**src/rtl/move_walker_pkg.sv**
```systemverilog
// move_walker_pkg: shared definitions for the root-move walker.
//   - RES_* result codes reported on move_walker.status
//   - MOVE_WALKER_TIMEOUT_CYCLES: EVAL_WAIT cycle limit, used only when
//     MOVE_WALKER_TIMEOUT_EN is defined.
package move_walker_pkg;

    typedef logic [1:0] res_t;

    localparam res_t RES_OK      = 2'd0;
    localparam res_t RES_MATE    = 2'd1;
    localparam res_t RES_STALE   = 2'd2;
    localparam res_t RES_TIMEOUT = 2'd3;

    localparam int MOVE_WALKER_TIMEOUT_CYCLES = 255;

endpackage

```
**src/rtl/move_walker_eval_better.sv**
```systemverilog
// eval_better: combinational comparator for the root-move search.
// Ports:
//   white_to_move  in  1 = maximizing side, 0 = minimizing side
//   candidate      in  signed evaluation of the move just scored
//   incumbent      in  signed evaluation of the best move so far
//   better         out 1 when candidate is strictly better for the side
//                      to move (ties report 0 so the lower index is kept)
module eval_better #(
    parameter int EVAL_WIDTH = 22
) (
    input  logic                         white_to_move,
    input  logic signed [EVAL_WIDTH-1:0] candidate,
    input  logic signed [EVAL_WIDTH-1:0] incumbent,
    output logic                         better
);

    // Strict comparison in the direction favoured by the side to move
    always_comb begin
        if (white_to_move) begin
            better = (candidate > incumbent);
        end else begin
            better = (candidate < incumbent);
        end
    end

endmodule

```
**src/rtl/move_walker.sv**
```systemverilog
// move_walker: walks the move list produced by all_moves, runs evaluate on
// each position, keeps the best score for the root side to move, reports it
// and re-arms the generator with clear_moves.
// Optional feature macro: MOVE_WALKER_TIMEOUT_EN (EVAL_WAIT watchdog that
// ends the walk with RES_TIMEOUT if evaluate never answers).
// Ports:
//   clk, reset (async, active low)
//   moves_ready, move_count, mate, stalemate   <- all_moves
//   white_to_move                              <- root side to move
//   eval, eval_valid                           <- evaluate
//   move_index                                 -> move RAM read address
//   eval_start, clear_eval                     -> evaluate (1-cycle pulses)
//   clear_moves                                -> all_moves (1-cycle pulse)
//   busy, result_valid, best_index, best_eval, status -> result
// All outputs come straight from flops.
module move_walker
    import move_walker_pkg::*;
#(
    parameter int MAX_POSITIONS      = 64,
    parameter int MAX_POSITIONS_LOG2 = $clog2(MAX_POSITIONS),
    parameter int EVAL_WIDTH         = 22
) (
    input  logic                          clk,
    input  logic                          reset,
    input  logic                          moves_ready,
    input  logic [MAX_POSITIONS_LOG2-1:0] move_count,
    input  logic                          mate,
    input  logic                          stalemate,
    input  logic                          white_to_move,
    input  logic signed [EVAL_WIDTH-1:0]  eval,
    input  logic                          eval_valid,
    output logic [MAX_POSITIONS_LOG2-1:0] move_index,
    output logic                          eval_start,
    output logic                          clear_eval,
    output logic                          clear_moves,
    output logic                          busy,
    output logic                          result_valid,
    output logic [MAX_POSITIONS_LOG2-1:0] best_index,
    output logic signed [EVAL_WIDTH-1:0]  best_eval,
    output logic [1:0]                    status
);

    localparam int IW = MAX_POSITIONS_LOG2;

    typedef enum logic [2:0] {
        S_IDLE       = 3'd0,
        S_RAM_WAIT   = 3'd1,
        S_EVAL_START = 3'd2,
        S_EVAL_WAIT  = 3'd3,
        S_DONE       = 3'd4,
        S_CLEAR_WAIT = 3'd5
    } state_t;

    state_t                  state_q, state_d;
    logic [IW-1:0]           move_index_q, move_index_d;
    logic [IW-1:0]           count_q, count_d;
    logic                    wtm_q, wtm_d;
    logic [IW-1:0]           best_index_q, best_index_d;
    logic signed [EVAL_WIDTH-1:0] best_eval_q, best_eval_d;
    res_t                    status_q, status_d;
    logic                    eval_start_q, eval_start_d;
    logic                    clear_eval_q, clear_eval_d;
    logic                    clear_moves_q, clear_moves_d;
    logic                    busy_q, busy_d;
    logic                    result_valid_q, result_valid_d;
    logic                    cand_better_s;
    // One extra bit so the last index of a full-width list cannot wrap to 0
    logic [IW:0]             idx_next_s;
`ifdef MOVE_WALKER_TIMEOUT_EN
    localparam logic [7:0] TMO_LAST = 8'(MOVE_WALKER_TIMEOUT_CYCLES - 1);
    logic [7:0]              tmo_cnt_q, tmo_cnt_d;
`endif

    eval_better #(
        .EVAL_WIDTH (EVAL_WIDTH)
    ) u_eval_better (
        .white_to_move (wtm_q),
        .candidate     (eval),
        .incumbent     (best_eval_q),
        .better        (cand_better_s)
    );

    assign idx_next_s = {1'b0, move_index_q} + {{IW{1'b0}}, 1'b1};

    // Next-state, datapath update and next-cycle output pulses
    always_comb begin
        state_d        = state_q;
        move_index_d   = move_index_q;
        count_d        = count_q;
        wtm_d          = wtm_q;
        best_index_d   = best_index_q;
        best_eval_d    = best_eval_q;
        status_d       = status_q;
        busy_d         = busy_q;
        eval_start_d   = 1'b0;
        clear_eval_d   = 1'b0;
        clear_moves_d  = 1'b0;
        result_valid_d = 1'b0;
`ifdef MOVE_WALKER_TIMEOUT_EN
        tmo_cnt_d      = tmo_cnt_q;
`endif
        case (state_q)
            S_IDLE: begin
                if (moves_ready) begin
                    move_index_d = {IW{1'b0}};
                    count_d      = move_count;
                    wtm_d        = white_to_move;
                    best_index_d = {IW{1'b0}};
                    best_eval_d  = {EVAL_WIDTH{1'b0}};
                    busy_d       = 1'b1;
                    if (move_count == {IW{1'b0}}) begin
                        state_d        = S_DONE;
                        result_valid_d = 1'b1;
                        clear_moves_d  = 1'b1;
                        // An empty list that is not mate is always a draw,
                        // whether or not the generator raised stalemate.
                        if (mate) begin
                            status_d = RES_MATE;
                        end else if (stalemate) begin
                            status_d = RES_STALE;
                        end else begin
                            status_d = RES_STALE;
                        end
                    end else begin
                        state_d = S_RAM_WAIT;
                    end
                end else begin
                    busy_d = 1'b0;
                end
            end
            S_RAM_WAIT: begin
                state_d      = S_EVAL_START;
                eval_start_d = 1'b1;
            end
            S_EVAL_START: begin
                state_d = S_EVAL_WAIT;
`ifdef MOVE_WALKER_TIMEOUT_EN
                tmo_cnt_d = 8'd0;
`endif
            end
            S_EVAL_WAIT: begin
                if (eval_valid) begin
                    clear_eval_d = 1'b1;
                    if ((move_index_q == {IW{1'b0}}) || cand_better_s) begin
                        best_index_d = move_index_q;
                        best_eval_d  = eval;
                    end else begin
                        best_index_d = best_index_q;
                    end
                    if (idx_next_s < {1'b0, count_q}) begin
                        move_index_d = idx_next_s[IW-1:0];
                        state_d      = S_RAM_WAIT;
                    end else begin
                        state_d        = S_DONE;
                        status_d       = RES_OK;
                        result_valid_d = 1'b1;
                        clear_moves_d  = 1'b1;
                    end
`ifdef MOVE_WALKER_TIMEOUT_EN
                end else if (tmo_cnt_q == TMO_LAST) begin
                    state_d        = S_DONE;
                    status_d       = RES_TIMEOUT;
                    result_valid_d = 1'b1;
                    clear_moves_d  = 1'b1;
                    clear_eval_d   = 1'b1;
                end else begin
                    tmo_cnt_d = tmo_cnt_q + 8'd1;
                end
`else
                end else begin
                    state_d = S_EVAL_WAIT;
                end
`endif
            end
            S_DONE: begin
                state_d = S_CLEAR_WAIT;
            end
            S_CLEAR_WAIT: begin
                // Hold until the generator drops its stale moves_ready
                if (!moves_ready) begin
                    state_d = S_IDLE;
                    busy_d  = 1'b0;
                end else begin
                    state_d = S_CLEAR_WAIT;
                end
            end
            default: begin
                state_d = S_IDLE;
                busy_d  = 1'b0;
            end
        endcase
    end

    // State, datapath and output registers
    always_ff @(posedge clk or negedge reset) begin
        if (!reset) begin
            state_q        <= S_IDLE;
            move_index_q   <= {IW{1'b0}};
            count_q        <= {IW{1'b0}};
            wtm_q          <= 1'b0;
            best_index_q   <= {IW{1'b0}};
            best_eval_q    <= {EVAL_WIDTH{1'b0}};
            status_q       <= RES_OK;
            busy_q         <= 1'b0;
            eval_start_q   <= 1'b0;
            clear_eval_q   <= 1'b0;
            clear_moves_q  <= 1'b0;
            result_valid_q <= 1'b0;
`ifdef MOVE_WALKER_TIMEOUT_EN
            tmo_cnt_q      <= 8'd0;
`endif
        end else begin
            state_q        <= state_d;
            move_index_q   <= move_index_d;
            count_q        <= count_d;
            wtm_q          <= wtm_d;
            best_index_q   <= best_index_d;
            best_eval_q    <= best_eval_d;
            status_q       <= status_d;
            busy_q         <= busy_d;
            eval_start_q   <= eval_start_d;
            clear_eval_q   <= clear_eval_d;
            clear_moves_q  <= clear_moves_d;
            result_valid_q <= result_valid_d;
`ifdef MOVE_WALKER_TIMEOUT_EN
            tmo_cnt_q      <= tmo_cnt_d;
`endif
        end
    end

    assign move_index   = move_index_q;
    assign eval_start   = eval_start_q;
    assign clear_eval   = clear_eval_q;
    assign clear_moves  = clear_moves_q;
    assign busy         = busy_q;
    assign result_valid = result_valid_q;
    assign best_index   = best_index_q;
    assign best_eval    = best_eval_q;
    assign status       = status_q;

endmodule

```
**config.mk**
```make
export PLATFORM = sky130hd
export DESIGN_NAME = move_walker
export DESIGN_NICKNAME = d
export VERILOG_FILES = /design/src/rtl/move_walker_pkg.sv /design/src/rtl/move_walker_eval_better.sv /design/src/rtl/move_walker.sv
export SDC_FILE = /design/constraint.sdc
export NUM_CORES = 1
export LEC_CHECK = 0
export CAP_MARGIN = 20
export CORE_MARGIN = 4
export CORE_UTILIZATION = 45
export CTS_CLUSTER_DIAMETER = 150
export CTS_CLUSTER_SIZE = 16
export DETAILED_ROUTE_END_ITERATION = 8
export GPL_ROUTABILITY_DRIVEN = 1
export PLACE_DENSITY = 0.82
export SLEW_MARGIN = 25
export SYNTH_ARGS = -nofsm -noshare
export SYNTH_HDL_FRONTEND = slang
export SYNTH_SLANG_ARGS = --single-unit
```
**constraint.sdc**
```tcl
create_clock -name clk -period 3.4 [get_ports clk]
set_input_delay 0.68 -clock clk [delete_from_list [all_inputs] [get_ports clk]]
set_output_delay 0.68 -clock clk [all_outputs]
set_load 0.005 [all_outputs]
```
# Word-level counts from Yosys, hierarchy flattened
# Cells that the tools add are included.
# word_totals
regBits,50
wordCells,74
out_inout_bits,41
in_bits,35
# classes
muxes,35
n_addsub,1
n_eq_ne,12
bitwise_logic,1
n_lt_le_gt_ge,3
n_reduce_logical,11
# ops
cell,count
$mux W22,3
$pmux W22 S2,1
$mux W6,5
$pmux W6 S2,2
$gt A22 B22 Y1,1
$lt A22 B22 Y1,1
$pmux W3 S6,1
$mux W3,5
$ne A2 B2 Y1 const B,7
$logic_not A6 Y1,2
$mux W1,10
$mux W2,5
$reduce_and A4 Y1,2
$add A6 B1 Y7 const B,1
$lt A7 B6 Y1,1
$eq A3 B2 Y1 const B,2
$eq A3 B3 Y1 const B,2
$reduce_and A5 Y1,1
$pmux W2 S2,1
$reduce_and A2 Y1,2
$reduce_or A4 Y1,1
$eq A3 B1 Y1 const B,1
$logic_not A3 Y1,1
$pmux W1 S3,1
other kinds (4),4

# Depth between registers and ports, before layout
# Gate-level depths: netlist of run 1.
# logic_depth
ltp_word,6
ltp_mapped,11
depth_no_buf,10

# Cells and area by module
# From an unflattened synthesis of run 1, not the netlist that was laid out.
# unflattened
cells_unflattened,342
area_unflattened_um2,2952.8
# by_module_without_submodules
mod,instances,area_per_inst_um2,seq_area_each_um2,cells_per_inst
move_walker,1,2372.3,1251.2,261
eval_better,1,580.6,0.0,81

# Worst setup path after synthesis of run 1
# OpenSTA, ideal clock, no wires.
# synth_timing
kind,input to register
start,input eval[21]
end,"register best_index_q[0], in the netlist best_index[0]"
stages,9
required_ns,3.272
setup_ns,0.128
slack_ns,0.603
arrival_time_ns,2.670
path_buffers,1
path_cell_list,ha_1 -> and4_4 -> and4_4 -> a41oi_2 -> nand3b_1 -> a21boi_0 -> or4_4 -> buf_6 -> mux2_1
# synth_via
elab_chain_len,5
word_cells_on_any_way,6
cone_classes,order compare: 2; eq/ne: 1; mux: 1; reduce/logical: 2
# synth_lines
item,line,source
"start, declared",move_walker.sv:30,"input logic signed [EVAL_WIDTH-1:0] eval,"
$lt A22 B22 Y1 / $gt A22 B22 Y1 (equally long branches),"move_walker_eval_better.sv:22, move_walker_eval_better.sv:20",
$mux W1 *,move_walker_eval_better.sv:19,if (white_to_move) begin
$logic_or A1 B1 Y1 *,move_walker.sv:144,if ((move_index_q == {IW{1'b0}}) || cand_better_s) begin
$ne A2 B2 Y1 (no line) *,--,
$reduce_and A4 Y1 (no line) *,--,
"end signal, assigned",move_walker.sv:201,best_index_q <= {IW{1'b0}};
"end signal, assigned",move_walker.sv:217,best_index_q <= best_index_d;
"end, declared",move_walker.sv:58,"logic [IW-1:0] best_index_q, best_index_d;"
# Every way passes the cells marked *; elsewhere a longest branch is shown, timed or not.
# A chain may end at the register's enable or synchronous reset.

# Worst setup path after layout of run 1
# layout_timing
start,input eval[1]
end,"register best_eval_q[7], in the netlist best_eval[7]"
# layout_via
elab_chain_len,5
word_cells_on_any_way,6
cone_classes,order compare: 2; eq/ne: 1; mux: 1; reduce/logical: 2
# layout_lines
item,line,source
$lt A22 B22 Y1 / $gt A22 B22 Y1 (equally long branches),"move_walker_eval_better.sv:22, move_walker_eval_better.sv:20",
$mux W1 *,move_walker_eval_better.sv:19,
$logic_or A1 B1 Y1 *,move_walker.sv:144,
$ne A2 B2 Y1 (no line) *,--,
$reduce_and A4 Y1 (no line) *,--,
"end signal, assigned",move_walker.sv:202,best_eval_q <= {EVAL_WIDTH{1'b0}};
"end signal, assigned",move_walker.sv:218,best_eval_q <= best_eval_d;
"end, declared",move_walker.sv:59,"logic signed [EVAL_WIDTH-1:0] best_eval_q, best_eval_d;"
# Marked as above.

==> results of run 1 <==
==> where the power goes <==
group          switching, mW  internal (mW)  total [mW]  leakage (nW)
clock network          0.199          0.217       0.416        0.0542
logic                  0.732          0.791        1.52          1.14
registers              0.159          0.801       0.960         0.652
==> layout by cell type (no fill, tap or decap), types with 2 or more instances in the layout <==
cell             instances
mux2_1                   2
nor2_1                   8
xnor2_1                  3
inv_1                   42
a21boi_1                 3
and4_4                   3
o21ai_0                  2
clkdlybuf4s50_1         73
nor4_1                   3
nor3_1                   4
clkbuf_8                 5
a21oi_1                 16
dfrtp_1                 50
buf_4                    5
mux2i_1                 33
nand2_1                 51
nand3b_1                 2
o21ai_1                  9
ha_1                    29
o31ai_1                  2
and4_1                   3
o21a_1                   6
nand3_1                  6
==> final cells by class <==
cell class	count	area [µm²]	area share [%]
Clock inverter	2	38.8	0.997
Sequential cell	50	1250	32.2
Inverter	42	158	4.05
Clock buffer	5	68.8	1.77
Tap cell	77	96.3	2.48
Timing Repair Buffer	80	793	20.4
Multi-Input combinational cell	204	1490	38.2
==> through the flow <==
step | area [µm²] | total power, mW | utilization, % | instances
3_3_place_gp | 3780 | 2.45 | 59.2 | 453
4_1_cts | 3890 | 2.94 | 60.9 | 460
5_1_grt | 3890 | 3.16 | 60.9 | 460
6_report | 3890 | 2.90 | 60.9 | 460
3_5_place_dp | 3780 | 2.51 | 59.2 | 453
2_1_floorplan | 2960 | 1.92 | - | 308
==> state kept, by name, summed over array words and instances, names as in the netlist, 2 cells and up <==
signal      flops
best_eval      22
state_q         3
best_index      6
status          2
count_q         6
move_index      6
==> Yosys cell counts <==
cell and number:
buf_4 3, or2_1 1, nand2_1 51, buf_6 3, o22ai_1 1, nor2b_1 1, a41oi_2 1, and3_1 1
a21boi_1 3, nand2b_1 1, a31o_1 1, or3b_1 1, a21oi_1 16, ha_1 29, mux2_2 1, nor3_1 4
nor4_1 4, xor2_1 1, nand3_1 6, and4_1 3, mux2_1 2, mux2i_1 33, dfrtp_1 50, inv_1 42
o21ai_0 2, and2_1 1, a21boi_0 1, and4_4 3, o21a_1 6, o21ai_1 9, a221oi_1 1, clkbuf_1 6
o31ai_1 2, or4_4 1, xnor2_1 3, a31oi_1 1, o32ai_1 1, o211ai_1 1, nor2_1 9, nand3b_1 2
==> how the worst max path moves through the flow <==
stage / from / to / slack (ns) / depth (start not counted)
after floorplan: eval[21] / best_index[0] / 0.60 / 9
after global placement: eval[1] / best_eval[12] / 0.09 / 10
after detailed placement: eval[1] / best_eval[7] / 0.03 / 10
after CTS: eval[1] / best_eval[7] / 0.34 / 10
after global routing: eval[1] / best_eval[7] / 0.16 / 10
final: eval[1] / best_eval[7] / 0.34 / 10
==> cells by family after synthesis <==
group                      share of synthesized area [%]
and+or+nand+nor                                     14.4
buffers and inverters                               7.98
DFF                                                 42.2
AOI/OAI and AO/OA                                   9.71
muxes                                               12.3
adders and majority gates                           12.2
xor gates and xnor gates                            1.18
==> routing by layer <==
layer  up-vias  global-route usage [%]  share of wire (%)
met4         0                    5.14                1.6
met2        57                    29.7                 48
met1      1117                    23.2                 45
li1       1190                       -                  -
met5         -                       0                  0
met3        10                    3.41                5.4
==> run metrics, run 1 <==
status finished clean; Die ar. 7950 µm²; Final WS setup between 0.3 and 0.4 ns; power per cell area 745 nW/µm²; Hold Violations, Final 0; DRT Pass-1 Iters 4; Worst Path Required 3.62 ns; total number of vias 2,374; Worst EP arrival 3.28 ns; wire length of the first global-routing pass 11,100 µm; Slowest-stage cell, CP or4_4; Max Transition Viols Final 0; Antenna diodes 0; peak supply drop 0.000399 V; count of port buffers added during placement 74; die height about 90 µm; synthesis-stage register bit count 50; CTS tree yes; Starting Density a little under half; Worst-Skew Late Latency 0.30 ns; leading area contributor after synthesis dfrtp_1; ANT nets after route 0; Fin Hold WS 0.374 ns; cells after synthesis 308; largest net degree at the start of global routing 34; die extent in x 89.2 µm; global route total overflow 0; measured slew at the worst slew-check pin around 0.62 ns; Max Clock Skew 0.00968 ns; max_cap viols 0; clk root buf clkbuf_8; reg2reg end move_index[0]; Post-Syn Area 2960 µm²; share of cells above drive strength 1 5.74%; Crit Path Category in2reg; hold buffer count at CTS 0; largest cells by area after synthesis dfrtp_1 42%, ha_1 12%, mux2i_1 11%; DR WL/cell 14.3 µm; Pleak 1.84 nW; buffer and inverter count on the worst path 2; Synth top area share ~42%; Max-Slew Margin vs Limit 58.8%; Clock Sinks 50; post-synth cell types 40; GPL Wtd Cong 0.830; Avg Cell Area, Syn 9.62 µm²; vias in the first global route 2,393; syn_nets between 300 and 400; Placeable Area about 6400 µm²; CP max stage delay 0.56 ns; Fmax 0.327 GHz; Worst Setup Start Kind primary input; setup TNS 0 ns; total global-route track usage between 10% and 20%; Clock Path Buffers 2; # H-tree levels 2; Nets around 450; worst min path class in2async; # rows 29; clock transition at the registers of the reported paths ~0.10 ns; Yosys Warn Count 0; unrepaired setup endpoints after global routing no; minimum clock period 3.06 ns; I/O pin total 76; CTS Buf Count 5; r2r setup slk 0.52 ns; Post-CTS Setup Bufs 0; HPWL after DPL 5080 µm; CP max FO 21; Register-to-Register Path Depth 10; Crit. End Element register; pre-CTS setup slack 0.0302 ns; FF-to-FF Start move_index[0]; Resize count post-CTS 0; DR vias/cell 5.16; period utilization 90.0%; DR iter-0 viols 107; initial antenna violation count 0; Setup Viol. Count Final 0; worst path cell trace clkdlybuf4s50_1 -> ha_1 -> nor2b_1 -> o21a_1 -> o31ai_1 -> o211ai_1 -> a21boi_0 -> or4_4 -> buf_12 -> mux2i_1; Layout area overhead 31.3%; WL final 6570 µm; DR DRC count 0; filler cell count 539; sequential cell area fraction in the yosys report 42.2%; CP delay by family, top compound AO/OA/AOI/OAI gates
Note: power is estimated with default switching activity, not from simulation.
==> inputs of run 2 (changes only) <==
--- a/config.mk
+++ b/config.mk
@@ -7,12 +7,13 @@
 export LEC_CHECK = 0
 export CAP_MARGIN = 20
 export CORE_MARGIN = 4
-export CORE_UTILIZATION = 45
+export CORE_UTILIZATION = 49
 export CTS_CLUSTER_DIAMETER = 150
 export CTS_CLUSTER_SIZE = 16
 export DETAILED_ROUTE_END_ITERATION = 8
 export GPL_ROUTABILITY_DRIVEN = 1
-export PLACE_DENSITY = 0.82
+export HOLD_SLACK_MARGIN = 0.12
+export PLACE_DENSITY = 0.88
 export SLEW_MARGIN = 25
 export SYNTH_ARGS = -nofsm -noshare
 export SYNTH_HDL_FRONTEND = slang
==> run 2 against run 1 <==
  * Worst setup slack gained 0.0021 ns
  * Combinational power about the same
  * Clock skew is 0.0062 ns lower
  * Die area shrank 7.4%
  * Sequential power is essentially flat
  * Final cell count shrank 0.43%
  * Clock power down 13%
  * Final area down 0.68%
  * Critical path depth is the same
  * Via count grew 2.0%
  * Hold slack improved by 0.054 ns
  * Critical endpoint is now best_eval[8]
  * Largest power group unchanged
  * Highest routed layer unchanged
==> run metrics, run 2 (same netlist as run 1, synthesis figures left out) <==
DRT Pass-1 Iters 4 (unchanged); most frequent cells in the layout 73 x clkdlybuf4s50_1, 51 x nand2_1, 50 x dfrtp_1, 42 x inv_1, 33 x mux2i_1; Post-CTS Setup Bufs 0 (unchanged); count of port buffers added during placement 74 (unchanged); Hold Violations, Final 0 (unchanged); setup TNS 0 ns (unchanged); buffer and inverter count on the worst path 2 (unchanged); share of cells above drive strength 1 5.48% (-0.26 points); Clock Sinks 50 (unchanged); Antenna diodes 0 (unchanged); minimum clock period 3.06 ns (-0.00208 ns); pre-CTS setup slack 0.0199 ns (-0.0103 ns); Max Transition Viols Final 0 (unchanged); measured slew at the worst slew-check pin 0.736 ns (+0.118 ns); GPL Wtd Cong 0.810 (-2.4%); Fmax 0.327 GHz (about the same); Worst-Skew Late Latency 0.30 ns (about the same); Worst Setup Start Kind primary input; Max-Slew Margin vs Limit 50.9% (-7.9 points); clk root buf clkbuf_8; gr busiest metal met2; period utilization 90.0% (about the same); max_cap viols 0 (unchanged); Clock Path Buffers 2 (unchanged); met1 Track Usage GR 23.7% (+0.45 points); worst min path class in2async; Final Cell Area 3860 µm² (-0.68%); WL final 6820 µm (+3.8%); Crit. End Element register; Pleak 1.83 nW (-0.58%); filler cell count 458 (-15%); total global-route track usage 19.8% (+2.1 points); Register-to-Register Path Depth 10 (unchanged); CTS tree yes; unrepaired setup endpoints after global routing no; Worst EP arrival 3.25 ns (-0.03 ns); HPWL after DPL 5330 µm (+5.1%); global route total overflow 0 (unchanged); Starting Density 50.4% (+3.9 points); Nets 446 (-0.22%); # rows 28 (-3.4%); hold buffer count at CTS 0 (unchanged); power per cell area 740 nW/µm² (-0.62%); vias in the first global route 2,615 (+9.3%); multi-input logic area 1490 µm² (unchanged); Resize count post-CTS 0 (unchanged); FF-to-FF Start move_index[0]; placed cell area 3770 µm² (-0.26%); DR WL/cell 14.9 µm (+4.3%); largest net degree at the start of global routing 35 (+2.9%); reg2reg end move_index[0]; CP max FO 9 (-57%); DR DRC count 0 (unchanged); Max Clock Skew 0.00344 ns (-0.00624 ns); die extent in x 85.8 µm (-3.8%); total number of vias 2,422 (+2.0%); status finished clean; Slowest-stage cell, CP or4_4; clock transition at the registers of the reported paths 0.09 ns (about the same); wire length of the first global-routing pass 11,600 µm (+4.7%); most common cell after layout, fill and taps aside clkdlybuf4s50_1; Worst Path Required 3.59 ns (-0.03 ns); ANT nets after route 0 (unchanged); I/O pin total 76 (unchanged); peak supply drop 0.000319 V (-20%); Layout area overhead 30.4%; worst path cell trace clkdlybuf4s50_1 -> ha_1 -> a21oi_1 -> o21ai_1 -> a221oi_1 -> o211ai_1 -> a21boi_0 -> or4_4 -> buf_4 -> mux2i_1; CTS Buf Count 5 (unchanged); Setup Viol. Count Final 0 (unchanged); CP delay by family, top compound AO/OA/AOI/OAI gates; Crit Path Category in2reg; die height 85.8 µm (-3.8%); DR vias/cell 5.29 (+2.5%); # H-tree levels 2 (unchanged); Die ar. 7360 µm² (-7.4%); Placeable Area 5890 µm² (-7.8%); DR iter-0 viols 128 (+20%); initial antenna violation count 0 (unchanged); Final WS setup 0.341 ns (+0.00208 ns); CP max stage delay 0.56 ns (about the same); max reg flops 22 (unchanged); Register Area 1250 µm² (unchanged); met2 global-route usage 34.5% (+4.8 points); r2r setup slk 0.52 ns (about the same); M3 GR Usage 4.80% (+1.4 points)
[run 2: final cells by class]
cell class,count,area share [%]
Clock inverter,1,0.129
Tap cell,75,2.43
Sequential cell,50,32.4
Inverter,42,4.08
Clock buffer,7,2.23
Multi-Input combinational cell,204,38.4
Timing Repair Buffer,79,20.3
[run 2: worst max-delay path by stage]
| stage | startpoint | endpoint | cells after the start |
|---|---|---|---|
| 2_1_floorplan | eval[21] | best_index[0] | 9 |
| 3_3_place_gp | eval[4] | best_eval[9] | 10 |
| 3_5_place_dp | eval[9] | best_eval[8] | 10 |
| 4_1_cts | eval[9] | best_eval[8] | 10 |
| 5_1_grt | eval[9] | best_eval[8] | 10 |
| 6_report | eval[9] | best_eval[8] | 10 |
[run 2: through the flow]
stage / instances / power [mW] / utilization [%] / hold WS, ns
2_1_floorplan: 308 / 1.92 / - / 0.384
3_3_place_gp: 450 / 2.44 / 64.1 / 0.503
3_5_place_dp: 450 / 2.52 / 64.1 / 0.499
4_1_cts: 458 / 2.88 / 65.7 / 0.458
5_1_grt: 458 / 3.10 / 65.7 / 0.492
6_report: 458 / 2.86 / 65.7 / 0.428
[run 2: report_power, final]
group          internal (mW)  switching (mW)
sequential             0.801           0.161
combinational          0.789           0.749
clock                  0.165           0.196
total                   1.75            1.11
[run 2: metal layers]
| metal | vias to the layer above | wire, µm |
|---|---|---|
| li1 | 1186 | - |
| met2 | 59 | 3500 |
| met1 | 1167 | 2900 |
| met5 | - | 0 |
| met3 | 10 | 305 |
| met4 | 0 | 117 |
==> inputs of run 3 (changes only) <==
--- a/config.mk
+++ b/config.mk
@@ -6,13 +6,13 @@
 export NUM_CORES = 1
 export LEC_CHECK = 0
 export CAP_MARGIN = 20
-export CORE_MARGIN = 4
+export CORE_ASPECT_RATIO = 0.75
 export CORE_UTILIZATION = 49
 export CTS_CLUSTER_DIAMETER = 150
 export CTS_CLUSTER_SIZE = 16
 export DETAILED_ROUTE_END_ITERATION = 8
 export GPL_ROUTABILITY_DRIVEN = 1
-export HOLD_SLACK_MARGIN = 0.12
+export HOLD_SLACK_MARGIN = 0.05
 export PLACE_DENSITY = 0.88
 export SLEW_MARGIN = 25
 export SYNTH_ARGS = -nofsm -noshare
==> run 3 against run 2 <==
  * Hold slack worse by 0.064 ns
  * First-iteration DRC count is 20% lower
  * Final area hardly changed
  * Flip-flop and latch count did not move
  * Non-clock buffer count rose by 1
  * Wire length is 4.7% lower
  * Sequential power grew 0.6%
  * Core utilization up 0.74 points
  * Critical path type unchanged
  * Largest cell class unchanged
==> run metrics, run 3 (same netlist as run 1, synthesis figures left out) <==
largest net degree at the start of global routing 51 (+46%); GPL Wtd Cong 0.840 (+3.7%); DR DRC count 0 (unchanged); Crit. End Element register; Worst-Skew Late Latency 0.31 ns (about the same); I/O pin total 76 (unchanged); minimum clock period 3.06 ns (+0.00293 ns); Worst Setup Start Kind primary input; Hold Violations, Final 0 (unchanged); setup TNS 0 ns (unchanged); ANT nets after route 0 (unchanged); total global-route track usage 22.0% (+2.2 points); peak supply drop 0.000373 V (+17%); max_cap viols 0 (unchanged); initial antenna violation count 0 (unchanged); Clock Sinks 50 (unchanged); power per cell area 737 nW/µm² (-0.49%); worst min path class in2async; DR vias/cell 5.26 (-0.58%); Worst EP arrival 3.29 ns (+0.04 ns); hold buffer count at CTS 0 (unchanged); CP max FO 10 (+1); Nets 447 (+0.22%); # H-tree levels 2 (unchanged); DRT Pass-1 Iters 4 (unchanged); Post-CTS Setup Bufs 0 (unchanged); final non-filler cell total 462 (+0.87%); Antenna diodes 0 (unchanged); Layout area overhead 30.5% (about the same); DR iter-0 viols 103 (-20%); max reg flops 22 (unchanged); Max Clock Skew 0.00493 ns (+0.00149 ns); unrepaired setup endpoints after global routing no; period utilization 90.0% (about the same); most common cell after layout, fill and taps aside clkdlybuf4s50_1; wire length of the first global-routing pass 11,100 µm (-5.0%); global route total overflow 0 (unchanged); WL final 6500 µm (-4.7%); # rows 24 (-14%); most frequent cells in the layout 73 x clkdlybuf4s50_1, 51 x nand2_1, 50 x dfrtp_1, 42 x inv_1, 33 x mux2i_1; Register Area 1250 µm² (unchanged); clk root buf clkbuf_8; CTS Buf Count 5 (unchanged); CTS tree yes; Starting Density 50.9% (+0.52 points); status finished clean; Core Util, Final 66.4% (+0.74 points); share of cells above drive strength 1 5.99% (+0.51 points); placed cells 454 (+0.89%); Crit Path Category in2reg; Placeable Area 5830 µm² (-1.0%); Die ar. 6370 µm² (-13%); clock transition at the registers of the reported paths 0.10 ns (about the same); vias in the first global route 2,387 (-8.7%); filler cell count 470 (+2.6%); die extent in x 91.8 µm (+7.0%); Max Transition Viols Final 0 (unchanged); Setup Viol. Count Final 0 (unchanged); multi-input logic area 1490 µm² (unchanged); HPWL after DPL 4930 µm (-7.5%); DR WL/cell 14.1 µm (-5.5%); count of port buffers added during placement 74 (unchanged); measured slew at the worst slew-check pin 0.623 ns (-0.114 ns); Worst Path Required 3.63 ns (+0.04 ns); Clock Path Buffers 2 (unchanged); Max-Slew Margin vs Limit 58.5% (+7.6 points); total number of vias 2,429 (+0.29%); die height 69.4 µm (-19%); Resize count post-CTS 0 (unchanged); r2r setup slk 0.50 ns (-0.02 ns); Pleak 1.83 nW (-0.21%); Fmax 0.327 GHz (about the same)
[run 3: final timing paths]
kind	startpoint	endpoint	depth (start not counted)
worst min register to register	count_q[0]	count_q[0]	1
worst max-delay path	eval[5]	best_eval[20]	10
max in group asynchronous	reset	best_eval[5]	1
worst max register to register	move_index[0]	move_index[0]	10
min in group clk	count_q[0]	count_q[0]	1
worst min-delay path	reset	count_q[2]	1
[run 3: report_power, final]
part | internal [mW] | switching, mW | leakage (nW)
logic | 0.780 | 0.737 | 1.13
registers | 0.801 | 0.167 | 0.652
clock network | 0.149 | 0.214 | 0.0447
[run 3: critical path, stage by stage]
cell and delay (ns):
clkdlybuf4s50_1 0.45, ha_1 0.32, and4_4 0.20, o21a_1 0.09
o31ai_1 0.23, o211ai_1 0.17, a21boi_0 0.17, or4_4 0.56
buf_4 0.22, mux2i_1 0.19
[run 3: final cells by class]
| type | instances | area share (%) |
|---|---|---|
| clock inverter | 3 | 0.647 |
| timing repair buffer | 80 | 20.2 |
| clock buffer | 5 | 1.78 |
| tap | 78 | 2.52 |
| inverter | 42 | 4.08 |
| sequential | 50 | 32.3 |
| multi-input combinational | 204 | 38.4 |
[run 3: per-stage QoR]
stage,power [mW],hold WS (ns),setup slack [ns],cell area (µm²)
after floorplan,1.92,0.384,0.603,2960
after global placement,2.42,0.476,0.104,3770
after detailed placement,2.50,0.514,0.0132,3770
after CTS,2.87,0.402,0.342,3870
after global routing,3.09,0.417,0.202,3870
final,2.85,0.364,0.339,3870
[run 3: layer usage]
layer  up-vias  part of all wire (%)  global-route usage, %
li1       1185                     -                      -
met1      1155                    46                   29.5
met2        77                    46                   35.3
met3        12                   5.8                   4.82
met4         0                   1.6                   7.64
met5         -                     0                      0
